[src/rtl/afifo_pkg.sv]
// Shared types and constants for the async FIFO and its read-side stages.
package afifo_pkg;

    typedef enum logic [1:0] {
        EMPTY = 2'd0,
        ONE   = 2'd1,
        FULL  = 2'd2
    } rd_stage_state_e;

    localparam int AFIFO_DSIZE = 32;

endpackage

[src/rtl/afifo_rd_stage.sv]
// Read-side output stage for afifo: pops the FIFO into a 2-entry buffer and presents
// the head word as a registered valid/ready stream.
module afifo_rd_stage
    import afifo_pkg::*;
#(
    parameter int DSIZE = AFIFO_DSIZE,
    parameter int CNTW  = 32
) (
    input  logic             rclk,
    input  logic             rrst_n,
    input  logic             rempty,
    input  logic [DSIZE-1:0] rdata,
    output logic             rinc,
    output logic             out_valid,
    input  logic             out_ready,
    output logic [DSIZE-1:0] out_data,
    output logic [1:0]       occupancy,
    output logic [CNTW-1:0]  beat_cnt
);

    rd_stage_state_e  state_q, state_d;
    logic [DSIZE-1:0] mem_q [2];
    logic             wr_ptr_q, rd_ptr_q;
    logic [CNTW-1:0]  beat_cnt_q;
    logic             push, pop;

    // rinc depends only on the afifo flag and registered state, never on out_ready.
    assign rinc      = !rempty && (state_q != FULL);
    assign out_valid = (state_q != EMPTY);
    assign push      = rinc;
    assign pop       = out_valid && out_ready;
    assign out_data  = mem_q[rd_ptr_q];
    assign occupancy = state_q;
    assign beat_cnt  = beat_cnt_q;

    always_comb begin
        state_d = state_q;
        unique case (state_q)
            EMPTY: if (push) state_d = ONE;
            ONE: begin
                if (push && !pop)      state_d = FULL;
                else if (!push && pop) state_d = EMPTY;
            end
            FULL:    if (pop) state_d = ONE;
            default: state_d = EMPTY;
        endcase
    end

    always_ff @(posedge rclk or negedge rrst_n) begin
        if (!rrst_n) begin
            state_q    <= EMPTY;
            mem_q[0]   <= '0;
            mem_q[1]   <= '0;
            wr_ptr_q   <= 1'b0;
            rd_ptr_q   <= 1'b0;
            beat_cnt_q <= '0;
        end else begin
            state_q <= state_d;
            if (push) begin
                mem_q[wr_ptr_q] <= rdata;
                wr_ptr_q        <= !wr_ptr_q;
            end
            if (pop) begin
                rd_ptr_q   <= !rd_ptr_q;
                beat_cnt_q <= beat_cnt_q + {{(CNTW-1){1'b0}}, 1'b1};
            end
        end
    end

    a_no_rinc_when_empty: assert property (
        @(posedge rclk) disable iff (!rrst_n) !(rinc && rempty));

    a_state_legal: assert property (
        @(posedge rclk) disable iff (!rrst_n) state_q inside {EMPTY, ONE, FULL});

    a_data_stable: assert property (
        @(posedge rclk) disable iff (!rrst_n)
        (out_valid && !out_ready) |=> (out_valid && $stable(out_data)));

endmodule

[config.mk]
export PLATFORM = sky130hd
export DESIGN_NAME = afifo_rd_stage
export DESIGN_NICKNAME = d
export VERILOG_FILES = /design/src/rtl/afifo_pkg.sv /design/src/rtl/afifo_rd_stage.sv
export SDC_FILE = /design/constraint.sdc
export NUM_CORES = 1
export LEC_CHECK = 0
export BUFFER_PORTS_ARGS = -buffer_cell sky130_fd_sc_hd__clkbuf_2
export CORE_MARGIN = 2
export CORE_UTILIZATION = 40
export DETAILED_ROUTE_END_ITERATION = 7
export SLEW_MARGIN = 25
export SYNTH_ARGS = -nofsm -noshare
export SYNTH_HDL_FRONTEND = slang
export SYNTH_SLANG_ARGS = --single-unit
[constraint.sdc]
create_clock -name rclk -period 2.7 [get_ports rclk]
set_input_delay 0.27 -clock rclk [delete_from_list [all_inputs] [get_ports rclk]]
set_output_delay 0.27 -clock rclk [all_outputs]
set_load 0.1 [all_outputs]
==> results of run 1 <==
## flip-flops by register name (all words and copies together) (netlist names)
| signal | count |
|---|---|
| beat_cnt | 32 |
| occupancy | 2 |
| mem_q | 64 |
| rd_ptr_q | 1 |
| wr_ptr_q | 1 |
## critical path: cells and delay by family, from the launching register on
kind	cells	cell delay (ns)
buf+inv	2	0.69
flops	1	0.39
mux	1	0.38
## repair_timing
action,4_1_cts,5_1_grt
setup buffers,0,0
hold buffers,1,0
endpoints found under the hold margin,44,0
## kinds of logic (layout without fill, tap and decap cells)
kind of cell	Yosys count	in the layout	share of synthesized area (%)
simple gates	74	74	9.08
mux	97	97	24.7
flops	100	100	56.6
xor+xnor	33	33	6.54
fa+ha+maj	2	2	0.566
buf+inv	21	130	2.24
compound gates	2	2	0.311
## layout make-up
type | instances | share of cell area [%]
Clock buffer | 12 | 2.74
Multi-Input combinational cell | 208 | 34.7
Tap cell | 140 | 3.30
Clock inverter | 4 | 0.472
Inverter | 4 | 0.283
Sequential cell | 100 | 47.2
Timing Repair Buffer | 110 | 11.3
## layer usage
layer / wire length (µm) / up-vias / track usage [%]
li1: - / 1358 / -
met1: 4030 / 1464 / 21.4
met2: 4460 / 56 / 26.0
met3: 302 / 10 / 2.27
met4: 146 / 0 / 6.96
met5: 0 / - / 0
## worst max-delay path by stage
stage	end	slack (ns)	startpoint
2_1_floorplan	beat_cnt[15]	0.14	occupancy[0]
3_3_place_gp	beat_cnt[27]	0.79	occupancy[0]
3_5_place_dp	beat_cnt[27]	0.73	occupancy[0]
4_1_cts	out_data[4]	0.55	rd_ptr_q
5_1_grt	out_data[4]	0.51	rd_ptr_q
6_report	out_data[31]	0.60	rd_ptr_q
## per-stage QoR
| step | instances | hold WS (ns) | instance area (µm²) | utilization [%] | worst slack [ns] |
|---|---|---|---|---|---|
| after floorplan | 329 | -0.0256 | 4430 | - | 0.144 |
| after CTS | 578 | 0.0937 | 5300 | 49.1 | 0.545 |
| after global placement | 561 | 0.310 | 5120 | 47.5 | 0.788 |
| after detailed placement | 561 | 0.316 | 5120 | 47.5 | 0.731 |
| after global routing | 578 | 0.0949 | 5300 | 49.1 | 0.507 |
| final | 578 | 0.117 | 5300 | 49.1 | 0.602 |
## synth_stat cells
cell        n  area (µm²)
clkbuf_1    8        30.0
inv_2       1        3.75
nor4_1      3        18.8
nor4_4      1        21.3
mux2i_1     1        10.0
nand2_1    17        63.8
mux2_1      1        11.3
xnor2_1    27         236
nor2b_1     2        12.5
nand3_1    14        70.1
or2_1       1        6.26
buf_2       7        35.0
inv_1       3        11.3
mux2_2     95        1070
buf_6       1        11.3
nor2_1      7        26.3
o21ai_0     1        5.00
and2_2      1        7.51
and3_1      4        25.0
nand4_1    13        81.3
ha_1        2        25.0
dfrtp_1   100        2500
buf_4       1        7.51
and4_1      1        8.76
and2_1      2        12.5
o32ai_1     1        8.76
xor2_1      6        52.6
nor3_1      6        30.0
nand4b_1    2        17.5
==> impl_metrics.tcl, run 1 <==
set metrics [dict create \
    status "complete, no violations" \
    hold_path_depth 2 \
    min_period_over_period_pct 77.7 \
    multiInputGateArea_um2 1840 \
    cp-end-kind "output pin" \
    diodes 0 \
    die-area_um2 11900 \
    start_util_pct 41.0 \
    cts_resized 0 \
    rr_startpoint "occupancy[0]" \
    grt_use_total_pct 16.0 \
    seqCellArea_um2 2500 \
    insertion_delay_ns 0.36 \
    syn_area_per_cell_um2 13.4 \
    path_class "register to output pin" \
    numCtsBuffers 9 \
    finalCriticalPeriod_ns 2.10 \
    avgRoutedWirePerCell_um 15.5 \
    final_cell_mix "clkbuf_2 (102), dfrtp_1 (98), mux2_2 (95)" \
    grt_pass1_vias 2958 \
    rsz0062_at_grt "no" \
    synth.distinct_cells 29 \
    worst-endpoint-required_ns 2.43 \
    path_clk_slew_ns 0.09 \
    antenna_found_initial 0 \
    hpwl_um 6320 \
    r2r_setup_slack_ns 0.74 \
    ys_seq_area_share_pct 56.6 \
    cp_max_fo 21 \
    dr.pass1.iters 5 \
    drc_errors 0 \
    drv_cap 0 \
    die_y_um 109 \
    hold_viol 0 \
    cts_tree "built" \
    min_to "occupancy[1]" \
    finalNetCount 471 \
    rows 38 \
    grt_max_degree 57 \
    vias 2888 \
    drive_gt1_share_pct 51.8 \
    finalSetupViolCount 0 \
    tightest_slew_ns 0.699 \
    fin_setup_tns_ns 0 \
    hp-class "primary input to register" \
    fillers 959 \
    core_area_um2 10800 \
    synthCells 329 \
    cts.path.max_buffers 2 \
    grt_pass1_wl_um 14600 \
    synth_area_um2 4420 \
    hold_start "out_ready" \
    h-tree-depth 3 \
    slowest_delay_ns 0.39 \
    rr_endpoint "beat_cnt[29]" \
    drt_wl_total_um 8940 \
    cts_root_buf "clkbuf_8" \
    slew_headroom_pct 53.1 \
    first_iter_violations 99 \
    slowest_stage "dfrtp_1" \
    layout_commonest_cell "clkbuf_2" \
    yosysWarnings 0 \
    synth_seq_cells 100 \
    clkSinkCount 100 \
    finalClockSkew_ns 0.0113 \
    portBuffers 103 \
    fmax_mhz 477 \
    maxSlewViolCount 0 \
    gp_congestion 0.791 \
    worst_r2r_path_depth 6 \
    die_width_um 109 \
    area_growth_pct 19.9 \
    crit_arrival_ns 1.83 \
    postRouteAntennaNets 0 \
    overflow 0 \
    cp_cell_sequence "buf_4 -> mux2_2 -> clkbuf_2" \
    via_per_inst 5.00 \
    start_kind "register" \
    ios 104 \
    synthesis.nets 367 \
]
Power of run 1 is not shown: default switching activity piles up to over one toggle a cycle in this logic, so the estimate is an artifact.
==> run 2: changes to the inputs <==
- ABC_AREA: not set -> 1
- clock period: 2.7 -> 2 ns (I/O delays scaled with it)
==> impl_metrics.tcl, run 2 <==
set metrics [dict create \
    area_growth_pct 31.6 \
    hold_viol 0 \
    cp-end-kind "output pin" \
    preCtsSetupSlack_ns 0.290 \
    syn_area_per_cell_um2 8.12 \
    dr.pass1.iters 5 \
    hold_start "rdata[23]" \
    via_per_inst 4.75 \
    ys_seq_area_share_pct 52.2 \
    synth_common_cells "nand2_1 (238), dfrtp_1 (100), inv_1 (58), nor2_1 (35), o21ai_0 (34)" \
    largest_reg_flops 64 \
    path_class "register to output pin" \
    core_area_um2 11900 \
    synthesis.nets 629 \
    clkSinkCount 100 \
    drc_errors 0 \
    diodes 0 \
    vias 4019 \
    crit_arrival_ns 1.55 \
    finalSetupViolCount 0 \
    layout_commonest_cell "nand2_1" \
    rr_startpoint "occupancy[0]" \
    rsz0062_at_grt "no" \
    drt_wl_total_um 11300 \
    fmax_mhz 572 \
    stdcell_area_um2 6310 \
    rows 40 \
    portBuffers 103 \
    hp-class "primary input to register" \
    synth_area_um2 4800 \
    overflow 0 \
    cts.path.max_buffers 2 \
    antenna_found_initial 0 \
    die-area_um2 12900 \
    grt_pass1_wl_um 19100 \
    start_kind "register" \
    grt_pass1_vias 3946 \
    insertion_delay_ns 0.35 \
    yosys-top-cells-area "dfrtp_1 (52%), nand2_1 (19%), inv_1 (4.5%), o21ai_2 (4.2%), o21ai_0 (3.5%)" \
    first_iter_violations 307 \
    synth_top_area_share_pct 52.2 \
    async_flop_share_pct 100 \
    synth_seq_cells 100 \
    postRouteAntennaNets 0 \
    synth.distinct_cells 28 \
    tightest_slew_ns 0.562 \
    slew_headroom_pct 62.7 \
    path_clk_slew_ns 0.07 \
    finalCriticalPeriod_ns 1.75 \
    final_cell_mix "nand2_1 (232), dfrtp_1 (90), clkbuf_2 (70)" \
    grt_max_degree 66 \
    avgRoutedWirePerCell_um 13.4 \
    start_util_pct 40.5 \
    regMostFlops "mem_q" \
    drv_cap 0 \
    synth_edf_count 0 \
    maxSlewViolCount 0 \
    h-tree-depth 3 \
    cts_root_buf "clkbuf_16" \
    finalNetCount 732 \
    worst_r2r_path_depth 7 \
    min_period_over_period_pct 87.3 \
    cts_resized 0 \
    rr_endpoint "beat_cnt[23]" \
    synth_most_common_cell "nand2_1" \
    drive_gt1_share_pct 25.3 \
    ios 104 \
    cts_tree "built" \
    numCtsBuffers 9 \
    cp_max_fo 6 \
    place_area_um2 6010 \
    gp_congestion 0.881 \
    die_y_um 114 \
    min_to "mem_q[55]" \
    die_width_um 114 \
    worst-endpoint-required_ns 1.80 \
    status "complete, no violations" \
    yosys.area.top_type "dfrtp_1" \
    synthFlopType "dfrtp_1" \
    hpwl_um 8060 \
    hold_path_depth 3 \
    worst_slack_ns 0.253 \
    synthCells 591 \
    finalClockSkew_ns 0.00837 \
    yosysWarnings 0 \
    r2r_setup_slack_ns 0.27 \
    grt_use_total_pct 18.4 \
]
==> run 2: changes by cell type after synthesis, moves of 23 or more <==
cell and change:
nand2_1 +221, inv_1 +55, mux2_2 -95, o21ai_0 +33, o21ai_2 +23, nor2_1 +28
==> run 2: final cells by class <==
cell class              instances  area (µm²)
repair buffers                113        1130
inverters                      61         231
well taps                     147         184
multi-input cells             409        1960
clock buffers                  10         229
flip-flops and latches        100        2520
fillers                      1120        5550
clock inverters                 6        65.1
==> run 2: per-layer routing <==
layer  vias to the layer above  share of wire, %  global-route usage (%)
li1                       2037                 -                       -
met1                      1847                46                    25.3
met2                       122                47                    29.4
met3                        13               5.7                    3.13
met4                         0               1.6                    7.15
met5                         -                 0                       0
==> run 2: through the flow <==
stage	hold slack (ns)	TNS [ns]	cells	utilization, %
after global routing	0.104	0	846	53.2
after CTS	0.0846	0	846	53.2
after detailed placement	0.206	0	829	50.7
after floorplan	-0.0956	-6.36	591	-
after global placement	0.203	0	829	50.7
final	0.0954	0	846	53.2
==> run 2: timing repair <==
item	CTS	global route
setup buffers	0	0
endpoints found under the hold margin	100	0
hold buffers	1	0
==> run 2: worst max-delay path by stage <==
stage | from | to | slack, ns | cells after the start
6_report | occupancy[0] | rinc | 0.25 | 3
4_1_cts | occupancy[0] | rinc | 0.23 | 3
3_5_place_dp | occupancy[0] | beat_cnt[23] | 0.29 | 7
5_1_grt | occupancy[0] | beat_cnt[23] | 0.08 | 7
2_1_floorplan | occupancy[0] | mem_q[32] | -0.14 | 8
3_3_place_gp | occupancy[0] | beat_cnt[23] | 0.39 | 7
==> run 2: critical path, stage by stage, from the launching register on <==
cell	delay [ns]
dfrtp_4	0.46
inv_4	0.06
a21oi_4	0.20
clkbuf_2	0.49
==> run 2: cells by family after synthesis <==
group	synth area share (%)
compound gates	9.31
xor+xnor	4.02
fa+ha+maj	0.521
buf+inv	7.43
flops	52.2
simple gates	26.6
Power of run 2 is left out for the same reason.
